[config.mk]
export PLATFORM = sky130hd
export DESIGN_NAME = shift_left_2_flat
export DESIGN_NICKNAME = d
export VERILOG_FILES = /design/src/rtl/shift_left_2_pkg.sv /design/src/rtl/shift_left_2_if.sv /design/src/rtl/shift_left_2.sv /design/src/flat_wrapper.sv
export SDC_FILE = /design/constraint.sdc
export NUM_CORES = 1
export LEC_CHECK = 0
export CAP_MARGIN = 20
export CORE_MARGIN = 1
export CORE_UTILIZATION = 54
export DETAILED_ROUTE_END_ITERATION = 6
export DONT_BUFFER_PORTS = 1
export GPL_ROUTABILITY_DRIVEN = 0
export PLACE_DENSITY = 0.69
export REMOVE_ABC_BUFFERS = 1
export SYNTH_ARGS = -nofsm -noshare
export SYNTH_HDL_FRONTEND = slang
export SYNTH_SLANG_ARGS = --single-unit
[constraint.sdc]
create_clock -name clk -period 0.8 [get_ports clk]
set_clock_uncertainty 0.05 [all_clocks]
set_input_delay 0.12 -clock clk [delete_from_list [all_inputs] [get_ports clk]]
set_output_delay 0.12 -clock clk [all_outputs]
set_load 0.02 [all_outputs]
[src/rtl/shift_left_2_pkg.sv]
// Shared constants and types for the immediate word-alignment stage.
package shift_left_2_pkg;

    localparam int DATA_WIDTH = 32;
    localparam int IMM_SHIFT  = 2;

    typedef logic [DATA_WIDTH-1:0] word_t;

endpackage : shift_left_2_pkg

[src/rtl/shift_left_2_if.sv]
// Bundle of the immediate input and the registered shifted output.
// The master drives the immediate and the slave (the shifter) returns the result.
interface shift_left_2_if #(
    parameter int WIDTH = shift_left_2_pkg::DATA_WIDTH
);

    logic             in_valid;
    logic [WIDTH-1:0] SignImm;
    logic [WIDTH-1:0] SignImmShifted;
    logic             out_valid;
    logic             overflow;

    modport master (
        output in_valid,
        output SignImm,
        input  SignImmShifted,
        input  out_valid,
        input  overflow
    );

    modport slave (
        input  in_valid,
        input  SignImm,
        output SignImmShifted,
        output out_valid,
        output overflow
    );

endinterface : shift_left_2_if

[src/rtl/shift_left_2.sv]
// Word-aligns a sign-extended immediate (x 2^SHIFT) with one register stage,
// a valid qualifier, and a flag for lost significant bits.
module shift_left_2
    import shift_left_2_pkg::*;
#(
    parameter int WIDTH = DATA_WIDTH,
    parameter int SHIFT = IMM_SHIFT
) (
    input  logic          clk,
    input  logic          reset,
    shift_left_2_if.slave bus
);

    logic [WIDTH-1:0] shifted;
    logic             ovf;
    logic [SHIFT:0]   top_bits;

    logic [WIDTH-1:0] data_reg;
    logic             ovf_reg;
    logic             valid_reg;

    // Bit-level wiring of the constant shift; low SHIFT bits are tied to zero.
    for (genvar gi = 0; gi < WIDTH; gi++) begin : g_shift
        if (gi < SHIFT) begin : g_zero
            assign shifted[gi] = 1'b0;
        end else begin : g_move
            assign shifted[gi] = bus.SignImm[gi-SHIFT];
        end
    end

    // The top SHIFT+1 bits must all equal the sign bit for the scaled value to fit.
    // With SHIFT=0 this slice is a single bit, so the flag is always clear.
    assign top_bits = bus.SignImm[WIDTH-1 -: SHIFT+1];

    // Overflow detection: anything other than all-zeros or all-ones in the top slice.
    always_comb begin
        ovf = 1'b0;
        if ((top_bits != '0) && (top_bits != '1)) begin
            ovf = 1'b1;
        end
    end

    // Output register: reset clears everything, idle cycles hold data and flag.
    always_ff @(posedge clk) begin
        if (reset) begin
            data_reg  <= '0;
            ovf_reg   <= 1'b0;
            valid_reg <= 1'b0;
        end else if (bus.in_valid) begin
            data_reg  <= shifted;
            ovf_reg   <= ovf;
            valid_reg <= 1'b1;
        end else begin
            valid_reg <= 1'b0;
        end
    end

    assign bus.SignImmShifted = data_reg;
    assign bus.overflow       = ovf_reg;
    assign bus.out_valid      = valid_reg;

endmodule : shift_left_2

[src/flat_wrapper.sv]
// flat-port wrapper written by rule: the top's interface ports become plain ports
module shift_left_2_flat import shift_left_2_pkg::*;
#(
    parameter int WIDTH = DATA_WIDTH,
    parameter int SHIFT = IMM_SHIFT
)
  (clk, reset, bus_in_valid, bus_SignImm, bus_SignImmShifted, bus_out_valid, bus_overflow);
  shift_left_2_if #(.WIDTH(WIDTH)) bus_i ();
  input  logic clk;
  input  logic reset;
  input wire logic [$bits(bus_i.in_valid)-1:0] bus_in_valid;
  input wire logic [$bits(bus_i.SignImm)-1:0] bus_SignImm;
  output wire logic [$bits(bus_i.SignImmShifted)-1:0] bus_SignImmShifted;
  output wire logic [$bits(bus_i.out_valid)-1:0] bus_out_valid;
  output wire logic [$bits(bus_i.overflow)-1:0] bus_overflow;
  assign bus_i.in_valid = bus_in_valid;
  assign bus_i.SignImm = bus_SignImm;
  assign bus_SignImmShifted = bus_i.SignImmShifted;
  assign bus_out_valid = bus_i.out_valid;
  assign bus_overflow = bus_i.overflow;
  shift_left_2 #(.WIDTH(WIDTH), .SHIFT(SHIFT)) u_core (.clk(clk), .reset(reset), .bus(bus_i));
endmodule
==> flow_summary.json, run 1 <==
{
  "fmax_mhz": 1060,
  "clk_latency_ps": 300,
  "finalPower_mw": 3.19,
  "peakVddDrop_mv": 1.45,
  "synth-seq-cells": 32,
  "grt_usage": 0.207,
  "antenna_found_initial": 0,
  "reg2reg_depth": 3,
  "utilization": 0.822,
  "antennaDiodeCount": 0,
  "wire_per_inst_um": 14.4,
  "p_per_area_mw_per_mm2": 1920,
  "die_w_um": 49.3,
  "multi_input_area_um2": 475,
  "r2r-end": "u_core.bus.SignImmShifted[11]",
  "synth_area_leaders": "dfxtp_1, mux2i_1, nor2_1",
  "postCtsHoldBufs": 1,
  "cts_max_level": 2,
  "syn_to_final_growth_pct": 37.9,
  "worstSetupStartpointType": "flop",
  "syn-cell-area_mm2": 0.00121,
  "clk_path_buf_depth": 2,
  "fin_tns_setup_ps": -4170,
  "hp-start": "reset",
  "grt_overflow": 0,
  "final_nets": 179,
  "portBuffers": 0,
  "synth_cells": 107,
  "yosysTopAreaCell": "dfxtp_1",
  "hold_end": "u_core.bus.SignImmShifted[27]",
  "ys_types": 14,
  "critPathBufInv": 1,
  "drv_cap": 0,
  "r2r-start": "u_core.bus.SignImmShifted[11]",
  "clkTransAtPathRegs_ps": 90,
  "vias": 877,
  "stdcell_count": 172,
  "pre_cts_ws_ps": 106,
  "worst_slack_ps": -146,
  "placed_cell_area_mm2": 0.00138,
  "rsz0062_at_grt": "true",
  "hold_path_class": "input port to flop",
  "crit_path_end_kind": "output port",
  "required_ps": 630,
  "hold_viol": 31,
  "violations": "negative hold slack, negative setup slack",
  "crit_chain": "buf_6",
  "period_share": 1.18,
  "hpwlAfterDp_um": 1550,
  "grt_max_degree": 35,
  "whs_path_depth": 1,
  "arrival_ps": 780,
  "root_buffer": "clkbuf_4",
  "drive_gt1_frac": 0.531,
  "fillers": 126,
  "critical_path_class": "flop to output port",
  "initial_utilization": 0.597,
  "grt_pass1_vias": 894,
  "fin_hold_ws_ps": -188,
  "dieHeight_um": 49.3,
  "viasPerCell": 5.10,
  "worst_path_largest_cell_delay_ps": 350,
  "crit_family": "flip-flops",
  "grt_first_pass_wirelength_um": 3710,
  "ff2ff_setup_slack_ps": -20,
  "synth_top_area_frac": 0.531,
  "drt_wl_total_um": 2480,
  "yosysWarnings": 0,
  "seqCellArea_um2": 683,
  "worstPathMaxFanout": 2,
  "crit_path_top_delay_cell": "dfxtp_2",
  "status": "finished, violations left",
  "seq_area_frac_synth": 0.531,
  "core_area_mm2": 0.00202,
  "period_needed_ps": 946,
  "cts_buffers": 5,
  "dp.cells": 157,
  "leakage_nw": 0.792,
  "avgSynthCellArea_um2": 11.3,
  "setup_viol": 35,
  "final_area_mm2": 0.00166,
  "clkSinkCount": 32,
  "drtAntennaViolNets": 0,
  "slew_viol_final": 0,
  "tritoncts": "built",
  "die_area_mm2": 0.00243,
  "drt_iter0_drc": 6,
  "dr.pass1.iters": 4,
  "io_pins": 69,
  "row_count": 16,
  "drc": 0
}
-- worst reg2reg max path, stage by stage (launching register included) --
cell and delay, ps:
dfxtp_2 330, buf_4 130, mux2i_1 150, nor2_1 60
-- metal layers --
layer  up-vias  wire length, um  part of all wire  track usage
met5         -                0                 0            0
met4         0               26             0.010       0.0882
met3         5              189             0.076       0.0717
met2        46             1240              0.50        0.377
met1       397             1020              0.41        0.210
li1        429                -                 -            -
-- cells in the mapped netlist --
master / count
nor2b_1: 1
mux2i_1: 30
buf_2: 1
and4_1: 1
nor4_2: 1
nor4b_4: 1
conb_1: 1
buf_8: 1
nor2_1: 31
buf_4: 2
dfxtp_1: 32
clkbuf_1: 2
buf_12: 2
buf_6: 1
-- cell families (layout without fill, tap and decap cells) --
family / count (synthesis) / after routing / share of synthesized area
flops: 32 / 32 / 0.531
simple gates: 35 / 35 / 0.139
mux: 30 / 30 / 0.249
other cells: 1 / 2 / 0.00311
buf+inv: 9 / 46 / 0.0778
-- worst max-delay path by stage --
stage | start | end | slack, ps | depth (start not counted)
final | u_core.bus.SignImmShifted[27] | bus_SignImmShifted[27] | -150 | 1
after global routing | u_core.bus.SignImmShifted[15] | bus_SignImmShifted[15] | -180 | 1
after CTS | u_core.bus.SignImmShifted[28] | bus_SignImmShifted[28] | -150 | 1
after detailed placement | u_core.bus.SignImmShifted[22] | u_core.bus.SignImmShifted[22] | 110 | 2
after global placement | bus_SignImm[29] | u_core.bus.overflow | 180 | 2
after floorplan | u_core.bus.overflow | u_core.bus.overflow | 60 | 2
-- where the power goes --
part	switching [mW]	internal (mW)	total [mW]	leakage [nW]
registers	0.0709	1.71	1.78	0.276
clock network	0.464	0.433	0.898	0.0326
logic	0.222	0.294	0.516	0.484
-- area by class of cell --
cell class,instances,area share
flip-flops and latches,32,0.411
multi-input cells,67,0.286
repair buffers,38,0.248
clock buffers,8,0.0354
well taps,27,0.0203
-- state kept, by name (all words and copies together), names as in the netlist --
name,flops
u_core.bus.out_valid,1
u_core.bus.overflow,1
u_core.bus.SignImmShifted,30
-- cells in the final DEF, fill, tap and decap left out, drive strengths merged --
| cell type | Yosys | final |
|---|---|---|
| buf | 7 | 37 |
| dfxtp | 32 | 32 |
| nor2 | 31 | 31 |
| mux2i | 30 | 30 |
| clkbuf | 2 | 8 |
| conb | 1 | 2 |
| nor4b | 1 | 1 |
| and4 | 1 | 1 |
| nor4 | 1 | 1 |
| nor2b | 1 | 1 |
| dlygate4sd3 | 0 | 1 |
-- repair_timing --
| item | 4_1_cts | 5_1_grt |
|---|---|---|
| setup buffers | 3 | 3 |
| pin swaps | 0 | 2 |
| hold endpoints to repair | 32 | 31 |
| endpoints found under the setup margin | 32 | 34 |
| gates resized for setup | 64 | 2 |
Power figures use the tool's default switching activity.
==> run 2: changes to the inputs <==
Settings changed: CORE_ASPECT_RATIO from default to 1.2.
==> run 2 against run 1 <==
The flow still finishes with violations (negative hold slack, negative setup slack). Critical path type unchanged. Sequential power about the same. Setup slack worse by 16 ps. Clock power fell by 10%. Sequential share of layout area grew 1.4 points. Core utilization is 4.6 points lower. Non-clock buffer count down 5. Critical endpoint is now bus_SignImmShifted[6]. Largest cell class unchanged. Largest power group unchanged. Highest routed layer unchanged. Final area down 3.2%. Wire length shrank 8.3%. Register-to-register slack gained 40 ps. Sequential cell count did not move. Via count is 3.3% lower.
==> flow_summary.json, run 2 (same netlist as run 1, synthesis figures left out) <==
{
  "io_pins": 69,
  "drv_cap": 0,
  "grt_pass1_vias": 760,
  "arrival_ps": 790,
  "initial_utilization": 0.582,
  "setup.worst_path.start": "u_core.bus.SignImmShifted[6]",
  "grt_usage": 0.197,
  "worstPathMaxFanout": 2,
  "wire_per_inst_um": 13.4,
  "drt_iter0_drc": 1,
  "largest_reg_flops": 30,
  "vias": 848,
  "utilization": 0.777,
  "critPathBufInv": 1,
  "die_w_um": 45.1,
  "hold_path_class": "input port to flop",
  "crit_path_end_kind": "output port",
  "tritoncts": "built",
  "drc": 0,
  "drtAntennaViolNets": 0,
  "clkTransAtPathRegs_ps": 90,
  "drt_wl_total_um": 2270,
  "final_nets": 174,
  "peakVddDrop_mv": 1.54,
  "required_ps": 630,
  "fmax_mhz": 1040,
  "cts_buffers": 5,
  "cts_max_level": 2,
  "p_per_area_mw_per_mm2": 1900,
  "leakage_nw": 0.760,
  "viasPerCell": 5.02,
  "clkSinkCount": 32,
  "core_area_mm2": 0.00207,
  "grt_first_pass_wirelength_um": 3260,
  "crit_chain": "buf_6",
  "grt_max_degree": 35,
  "row_count": 18,
  "hp-start": "reset",
  "r2r-start": "u_core.bus.SignImmShifted[17]",
  "hold_viol": 31,
  "slew_viol_final": 0,
  "period_share": 1.20,
  "dieHeight_um": 53.8,
  "crit_family": "flip-flops",
  "period_needed_ps": 962,
  "antenna_found_initial": 0,
  "clk_latency_ps": 310,
  "mostFrequentLayoutCells": "nor2_1, buf_6, dfxtp_2, mux2i_1, clkbuf_4",
  "pre_cts_ws_ps": 143,
  "status": "finished, violations left",
  "die_area_mm2": 0.00243,
  "root_buffer": "clkbuf_4",
  "worst_slack_ps": -162,
  "worstSetupStartpointType": "flop",
  "fin_tns_setup_ps": -4580,
  "setup_viol": 32,
  "violations": "negative hold slack, negative setup slack",
  "drive_gt1_frac": 0.518,
  "hpwlAfterDp_um": 1480,
  "critical_path_class": "flop to output port",
  "grt_overflow": 0,
  "worst_path_largest_cell_delay_ps": 360,
  "rsz0062_at_grt": "true",
  "syn_to_final_growth_pct": 33.4,
  "fin_hold_ws_ps": -203,
  "dr.pass1.iters": 3,
  "portBuffers": 0,
  "clk_path_buf_depth": 2,
  "crit_path_top_delay_cell": "dfxtp_2",
  "antennaDiodeCount": 0,
  "postCtsHoldBufs": 1
}
-- run 2: changes by cell type in the layout (fill, tap and decap cells not counted) --
cell | before | now
clkinv_2 | 0 | 1
clkbuf_8 | 1 | 0
buf_6 | 33 | 31
clkbuf_1 | 2 | 1
buf_4 | 4 | 1
-- run 2: what timing repair did --
item | 4_1_cts | 5_1_grt
endpoints found under the hold margin | 32 | 31
setup buffers | 0 | 1
cloned | 0 | 0
setup endpoints to repair | 32 | 32
resized for setup | 64 | 0
-- run 2: path summary, 6_finish.rpt --
path / slack, ps / endpoint / cells past startpoint
max: -160 / bus_SignImmShifted[6] / 1
min: -200 / u_core.bus.SignImmShifted[30] / 1
max reg2reg: 20 / u_core.bus.SignImmShifted[17] / 3
min reg2reg: 450 / u_core.bus.SignImmShifted[13] / 2
-- run 2: per-stage QoR --
step / total power, mW / std cells / hold WS [ps] / cell area [um2]
floorplan: 2.04 / 99 / 141 / 1120
global placement: 2.18 / 160 / 146 / 1390
detailed placement: 2.20 / 160 / 146 / 1390
CTS: 3.09 / 168 / -213 / 1600
global route: 3.22 / 169 / -243 / 1610
finish: 3.06 / 169 / -203 / 1610
-- run 2: area by class of cell --
class,count,area (um2)
clock buffer,6,41.3
sequential,32,683
timing repair buffer,33,367
fill,144,463
tap,30,37.5
clock inverter,1,5.00
multi-input combinational,67,475
-- run 2: layer usage --
layer  track usage  vias up  share of wire
met4         0.106        0          0.018
met2         0.316       46           0.50
met5             0        -              0
li1              -      416              -
met3         0.104        8          0.091
met1         0.206      378           0.39
-- run 2: report_power, final --
part           leakage [nW]  internal (mW)  switching (mW)
logic                 0.456          0.274           0.210
registers             0.276           1.71          0.0693
clock network        0.0281          0.323           0.481
-- run 2: worst register-to-register path: stages (launching register included) --
cell	delay (ps)
dfxtp_2	330
buf_4	130
mux2i_1	130
nor2_1	50
